==> src/rtl/mem_stage.sv <==
// RV32I memory-access stage: turns loads/stores into a request/ready bus access,
// stalls upstream while busy, formats load data. Optional: MEM_MISALIGN_TRAP_EN.
module mem_stage #(
    parameter int TIMEOUT = 64
) (
    input  logic        clk,
    input  logic        rst,
    input  logic        valid_in,
    input  logic        RegWrite_in,
    input  logic        MemRead_in,
    input  logic        MemWrite_in,
    input  logic        MemToReg_in,
    input  logic [2:0]  funct3_in,
    input  logic [31:0] alu_result_in,
    input  logic [31:0] store_data_in,
    input  logic [4:0]  rd_in,
    output logic        dmem_req,
    output logic        dmem_we,
    output logic [31:0] dmem_addr,
    output logic [31:0] dmem_wdata,
    output logic [3:0]  dmem_be,
    input  logic        dmem_ready,
    input  logic [31:0] dmem_rdata,
    output logic        RegWrite_out,
    output logic        MemToReg_out,
    output logic [31:0] alu_result_out,
    output logic [31:0] mem_read_data_out,
    output logic [4:0]  rd_out,
    output logic        stall_out,
    output logic        bus_err_out,
    output logic        misalign_out
);

    typedef enum logic [1:0] {IDLE, REQ, DONE} state_t;

    state_t      state;
    logic [7:0]  cnt;
    logic [31:0] rbuf;
    logic        err;
    logic [2:0]  f3_q;
    logic [1:0]  lane_q;
    logic        req_q;
    logic        we_q;
    logic [31:0] addr_q;
    logic [31:0] wdata_q;
    logic [3:0]  be_q;

    logic        mem_op;
    logic        store_bad;
    logic        mis;
    logic        start;
    logic [3:0]  be_nx;
    logic [31:0] wdata_nx;
    logic [31:0] fmt_data;
    logic        load_ok;
    logic [7:0]  byte_sel;
    logic [15:0] half_sel;

    assign mem_op    = valid_in & (MemRead_in | MemWrite_in);
    assign store_bad = MemWrite_in & ~(funct3_in == 3'b000 || funct3_in == 3'b001 ||
                                       funct3_in == 3'b010);

`ifdef MEM_MISALIGN_TRAP_EN
    assign mis = mem_op & ~store_bad &
                 ((((funct3_in == 3'b001) || (funct3_in == 3'b101)) && alu_result_in[0]) ||
                  ((funct3_in == 3'b010) && (alu_result_in[1:0] != 2'b00)));
`else
    assign mis = 1'b0;
`endif

    assign start = (state == IDLE) & mem_op & ~store_bad & ~mis;

    always_comb begin
        be_nx    = 4'b1111;
        wdata_nx = store_data_in;
        if (MemWrite_in) begin
            case (funct3_in)
                3'b000: begin
                    be_nx    = 4'b0001 << alu_result_in[1:0];
                    wdata_nx = {4{store_data_in[7:0]}};
                end
                3'b001: begin
                    be_nx    = alu_result_in[1] ? 4'b1100 : 4'b0011;
                    wdata_nx = {2{store_data_in[15:0]}};
                end
                default: begin
                    be_nx    = 4'b1111;
                    wdata_nx = store_data_in;
                end
            endcase
        end
    end

    always_ff @(posedge clk) begin
        if (rst) begin
            state   <= IDLE;
            cnt     <= 8'd0;
            rbuf    <= 32'd0;
            err     <= 1'b0;
            f3_q    <= 3'd0;
            lane_q  <= 2'd0;
            req_q   <= 1'b0;
            we_q    <= 1'b0;
            addr_q  <= 32'd0;
            wdata_q <= 32'd0;
            be_q    <= 4'd0;
        end else begin
            case (state)
                IDLE: begin
                    if (start) begin
                        addr_q  <= {alu_result_in[31:2], 2'b00};
                        lane_q  <= alu_result_in[1:0];
                        f3_q    <= funct3_in;
                        we_q    <= MemWrite_in;
                        be_q    <= be_nx;
                        wdata_q <= wdata_nx;
                        cnt     <= 8'd0;
                        err     <= 1'b0;
                        req_q   <= 1'b1;
                        state   <= REQ;
                    end
                end
                REQ: begin
                    if (dmem_ready) begin
                        rbuf  <= dmem_rdata;
                        cnt   <= 8'd0;
                        req_q <= 1'b0;
                        state <= DONE;
                    end else if (cnt == 8'(TIMEOUT - 1)) begin
                        // abandon the access; the bus must tolerate a dropped request
                        err   <= 1'b1;
                        cnt   <= 8'd0;
                        req_q <= 1'b0;
                        state <= DONE;
                    end else begin
                        cnt <= cnt + 8'd1;
                    end
                end
                DONE: begin
                    err   <= 1'b0;
                    state <= IDLE;
                end
                default: state <= IDLE;
            endcase
        end
    end

    always_comb begin
        byte_sel = rbuf[{lane_q, 3'b000} +: 8];
        half_sel = lane_q[1] ? rbuf[31:16] : rbuf[15:0];
        load_ok  = 1'b1;
        case (f3_q)
            3'b000:  fmt_data = {{24{byte_sel[7]}}, byte_sel};
            3'b100:  fmt_data = {24'd0, byte_sel};
            3'b001:  fmt_data = {{16{half_sel[15]}}, half_sel};
            3'b101:  fmt_data = {16'd0, half_sel};
            3'b010:  fmt_data = rbuf;
            default: begin
                fmt_data = 32'd0;
                load_ok  = 1'b0;
            end
        endcase
    end

    assign dmem_req   = req_q;
    assign dmem_we    = we_q;
    assign dmem_addr  = addr_q;
    assign dmem_wdata = wdata_q;
    assign dmem_be    = be_q;

    // writeback fields are combinational; held at zero while reset is asserted
    always_comb begin
        RegWrite_out      = 1'b0;
        MemToReg_out      = 1'b0;
        alu_result_out    = 32'd0;
        mem_read_data_out = 32'd0;
        rd_out            = 5'd0;
        stall_out         = 1'b0;
        bus_err_out       = 1'b0;
        misalign_out      = 1'b0;
        if (!rst) begin
            MemToReg_out   = MemToReg_in;
            alu_result_out = alu_result_in;
            rd_out         = rd_in;
            case (state)
                IDLE: begin
                    if (start) begin
                        stall_out = 1'b1;
                    end else if (mem_op) begin
                        misalign_out = mis;
                    end else begin
                        RegWrite_out = valid_in & RegWrite_in;
                    end
                end
                REQ: stall_out = 1'b1;
                DONE: begin
                    mem_read_data_out = we_q ? 32'd0 : fmt_data;
                    RegWrite_out      = valid_in & RegWrite_in & ~err & (we_q | load_ok);
                    bus_err_out       = err;
                end
                default: stall_out = 1'b0;
            endcase
        end
    end

endmodule
==> config.mk <==
export PLATFORM = sky130hd
export DESIGN_NAME = mem_stage
export DESIGN_NICKNAME = d
export VERILOG_FILES = /design/src/rtl/mem_stage.sv
export SDC_FILE = /design/constraint.sdc
export NUM_CORES = 1
export LEC_CHECK = 0
export ABC_AREA = 1
export CAP_MARGIN = 0
export CORE_MARGIN = 3
export CORE_UTILIZATION = 35
export CTS_BUF_LIST = sky130_fd_sc_hd__clkbuf_2
export DETAILED_ROUTE_END_ITERATION = 10
export PLACE_DENSITY = 0.74
export SYNTH_ARGS = -nofsm -noshare
export SYNTH_HDL_FRONTEND = slang
export SYNTH_SLANG_ARGS = --single-unit
==> constraint.sdc <==
create_clock -name clk -period 1.6 [get_ports clk]
set_input_delay 0.24 -clock clk [delete_from_list [all_inputs] [get_ports clk]]
set_output_delay 0.24 -clock clk [all_outputs]
set_load 0.005 [all_outputs]
==> key figures <==
Layout
  • Final std cells w/o fill: 1471
  • Final net count: 1359
  • Fillcell total: approximately 1.3k
  • Share of layout cells above drive strength 1: 0.388
  • Commonest non-fill, non-tap cells in the layout: nand2_1, clkdlybuf4s50_1, a21oi_1, buf_4, inv_1
  • Leading cell type in the layout, fill and taps excluded: nand2_1
  • Final instance area: 10500 um^2
  • Layout Area Growth over Synthesis: 85.4%

Setup path
  • Setup CP Type: reg2out
  • Crit-path cells: buf_4, nor2_4, nand2_2, nor2_4, buf_12, buf_8, a21oi_1, a21oi_1, buf_2
  • Crit-path max FO: 7
  • CP arrival: 2200 ps
  • Worst R2R End: cnt[3]$_SDFFE_PP0P_
  • CP Data Required Time: 1360 ps
  • CP Capture Point: mem_read_data_out[28]
  • Max stage delay cell, worst path: dfxtp_4
  • Start point of the critical path: f3_q[1]$_SDFFE_PP0P_
  • Crit-path max cell delay: 390 ps
  • Critical path endpoint category: primary output
  • Reg2reg path depth: 12
  • Worst flop-to-flop path startpoint: state[1]$_SDFFE_PP0P_
  • Startpoint Class: register
  • R2R Setup Slk: -50 ps

Floorplan
  • Die H: 133 um
  • Die W: between 100 and 150 um
  • Die area: roughly 18000 um^2
  • # IOs: 256
  • Number of cell rows: 45
  • Core Box Area: 15500 um^2
  • Initial Util: 0.365

Global routing
  • Global-route wire length before repair: 34.1 mm
  • Largest net degree at the start of global routing: 74
  • Gr ovfl total: 0
  • Global Route Usage Sum: 0.238
  • Number of global-route vias before repair: 6705
  • Antenna violations before repair: 1

Drt
  • Routed Antenna Nets: 0
  • DRC: 0
  • Average routed wire per standard cell: 16.0 um
  • DR vias/cell: 4.96
  • Via count: 7301
  • Routed WL: between 20 and 25 mm
  • Iter 0 DRT Violations: around 400
  • Router iterations before antenna repair: 5

STA
  • Final setup violation count: 51
  • Final worst path period share: 1.52
  • Max Slew Vio Count: 0
  • Max_slew headroom: 0.427
  • Final worst slack: -837 ps
  • Slew @ Worst Pin: ~860 ps
  • RSZ-0062 raised after global routing: true
  • Fmax: 410 MHz
  • Final Hold Viols: 0
  • Minimum clock period: 2440 ps
  • Worst hold slack: 46.6 ps
  • Layout Skew: between 50 and 60 ps

Synth
  • Syn Area/Cell: roughly 6.5 um^2
  • Cell Area, Synth: 5650 um^2
  • Synth Instances: a little under 900
  • EDFF count, synth: 0
  • Post-synth ARST share: 0
  • Top_reg_cell synth: dfxtp_1
  • YS warnings: 0
  • Register area share after synthesis: 0.411
  • Yosys reg bits: 116
  • Synth unique cells: 24

Hold path
  • Hold Crit Class: in2reg
  • Min-delay src: dmem_rdata[31]
  • Hold path cells: 3

Flow run
  • MaxCap Viol Count: 0

Placement
  • Number of instances in the placed design: 1371
  • Number of buffers added on ports: between 200 and 300
  • Detailed placer's ending HPWL: between 10 and 15 mm
  • Placed cell areas: 8960 um^2
  • Gpl congestion: 0.873

Power and ir drop
  • Leakage Power: ~5 nW
  • Pwr per Cell Area: approximately 760 nW/um^2
  • Maximum VDD drop: 0.426 mV

Clocking
  • # H-tree levels: 4
  • Clk pin slew, worst setup/hold paths: 230 ps
  • Sink Count: 116
  • CTS Buf Count: 17
  • CTS Buffer Depth: 2
  • Root Driver: clkbuf_2
  • TritonCTS clock tree: built
  • Skew-Pair Late Insertion Delay: 750 ps

Outcome
  • Run status: complete, but fails checks
  • Failing checks: negative setup slack
## routing by layer
layer | up-vias | track usage | wire [um]
met5 | - | 0 | 0
met4 | 0 | 0.0912 | 706
met3 | 70 | 0.0897 | 2140
met2 | 332 | 0.389 | 11500
met1 | 3342 | 0.283 | 9180
li1 | 3557 | - | -
## per-stage QoR
| step | TNS (ps) | utilization | power, W | setup WS [ps] |
|---|---|---|---|---|
| finish | -26000 | 0.677 | 0.00797 | -837 |
| global route | -34760 | 0.677 | 0.00834 | -1030 |
| CTS | -25970 | 0.635 | 0.00765 | -822 |
| floorplan | 0 | - | 0.00389 | 193 |
| global placement | -44140 | 0.579 | 0.00493 | -432 |
| detailed placement | -47000 | 0.579 | 0.00493 | -433 |
## sequential cells by signal, indices dropped and copies added, names as in the netlist, 2 cells and up
signal,cells
cnt,8
dmem_addr,30
dmem_be,4
dmem_wdata,32
f3_q,3
lane_q,2
rbuf,32
state,2
## worst max-delay path: cells and delay by family, from the launching register on
kind | cells | cell delay, ps
AOI/OAI and AO/OA | 2 | 180
and+or+nand+nor | 3 | 370
buffers and inverters | 4 | 530
DFF | 1 | 390
## where the power goes
part / total [W] / internal, W / switching [W]
sequential: 0.00323 / 0.00311 / 0.000115
combinational: 0.00216 / 0.00113 / 0.00102
clock: 0.00258 / 0.00135 / 0.00123
## timing repair
item	in CTS	in global routing
buffers inserted	19	22
resized for setup	455	270
gates cloned	2	15
pin swaps	18	36
setup endpoints to repair	190	209
endpoints found under the hold margin	13	1
hold buffers	10	1
## final cells by class
type | instances | area, um^2 | area share
Timing Repair inverter | 2 | 32.5 | 0.00310
Clock inverter | 13 | 230 | 0.0220
Clock buffer | 19 | 95.1 | 0.00908
Tap cell | 211 | 264 | 0.0252
Multi-Input combinational cell | 589 | 3150 | 0.301
Antenna cell | 1 | 2.50 | 0.000239
Timing Repair Buffer | 412 | 3830 | 0.366
Sequential cell | 116 | 2420 | 0.231
Inverter | 108 | 444 | 0.0424
## logic make-up (layout without fill, tap and decap cells)
logic type / after synthesis / after routing / share of synthesized area
AND/OR/NAND/NOR: 318 / 318 / 0.224
AO/OA/AOI/OAI: 267 / 267 / 0.242
buffers and inverters: 164 / 554 / 0.121
flip-flops: 116 / 116 / 0.411
adder cells (fa/ha/maj): 1 / 1 / 0.00221
other: 1 / 4 / 0.000664
## Yosys cell counts, types with 2 or more instances
library cell	n	area [um^2]
o221ai_1	7	61.3
a21oi_1	139	696
nor2_4	2	22.5
nand3_1	24	120
inv_2	5	18.8
o21ai_0	108	541
nor3_1	4	20.0
o21ai_1	12	60.1
buf_4	5	37.5
inv_1	103	387
buf_6	2	22.5
clkbuf_1	18	67.6
buf_1	4	15.0
buf_2	27	135
nand2_1	176	661
nor2_1	107	402
nand4_1	2	12.5
dfxtp_1	116	2320
## how the worst min path moves through the flow
| stage | slack [ps] | to |
|---|---|---|
| global route | -30 | dmem_addr[18]$_SDFFE_PP0P_ |
| finish | 50 | rbuf[31]$_SDFFE_PP0P_ |
| detailed placement | 450 | dmem_wdata[19]$_SDFFE_PP0P_ |
| CTS | 1 | dmem_addr[23]$_SDFFE_PP0P_ |
| global placement | 450 | dmem_req$_SDFFE_PP0P_ |
| floorplan | 390 | dmem_addr[10]$_SDFFE_PP0P_ |
No activity file was read; power rests on OpenSTA's default activity.
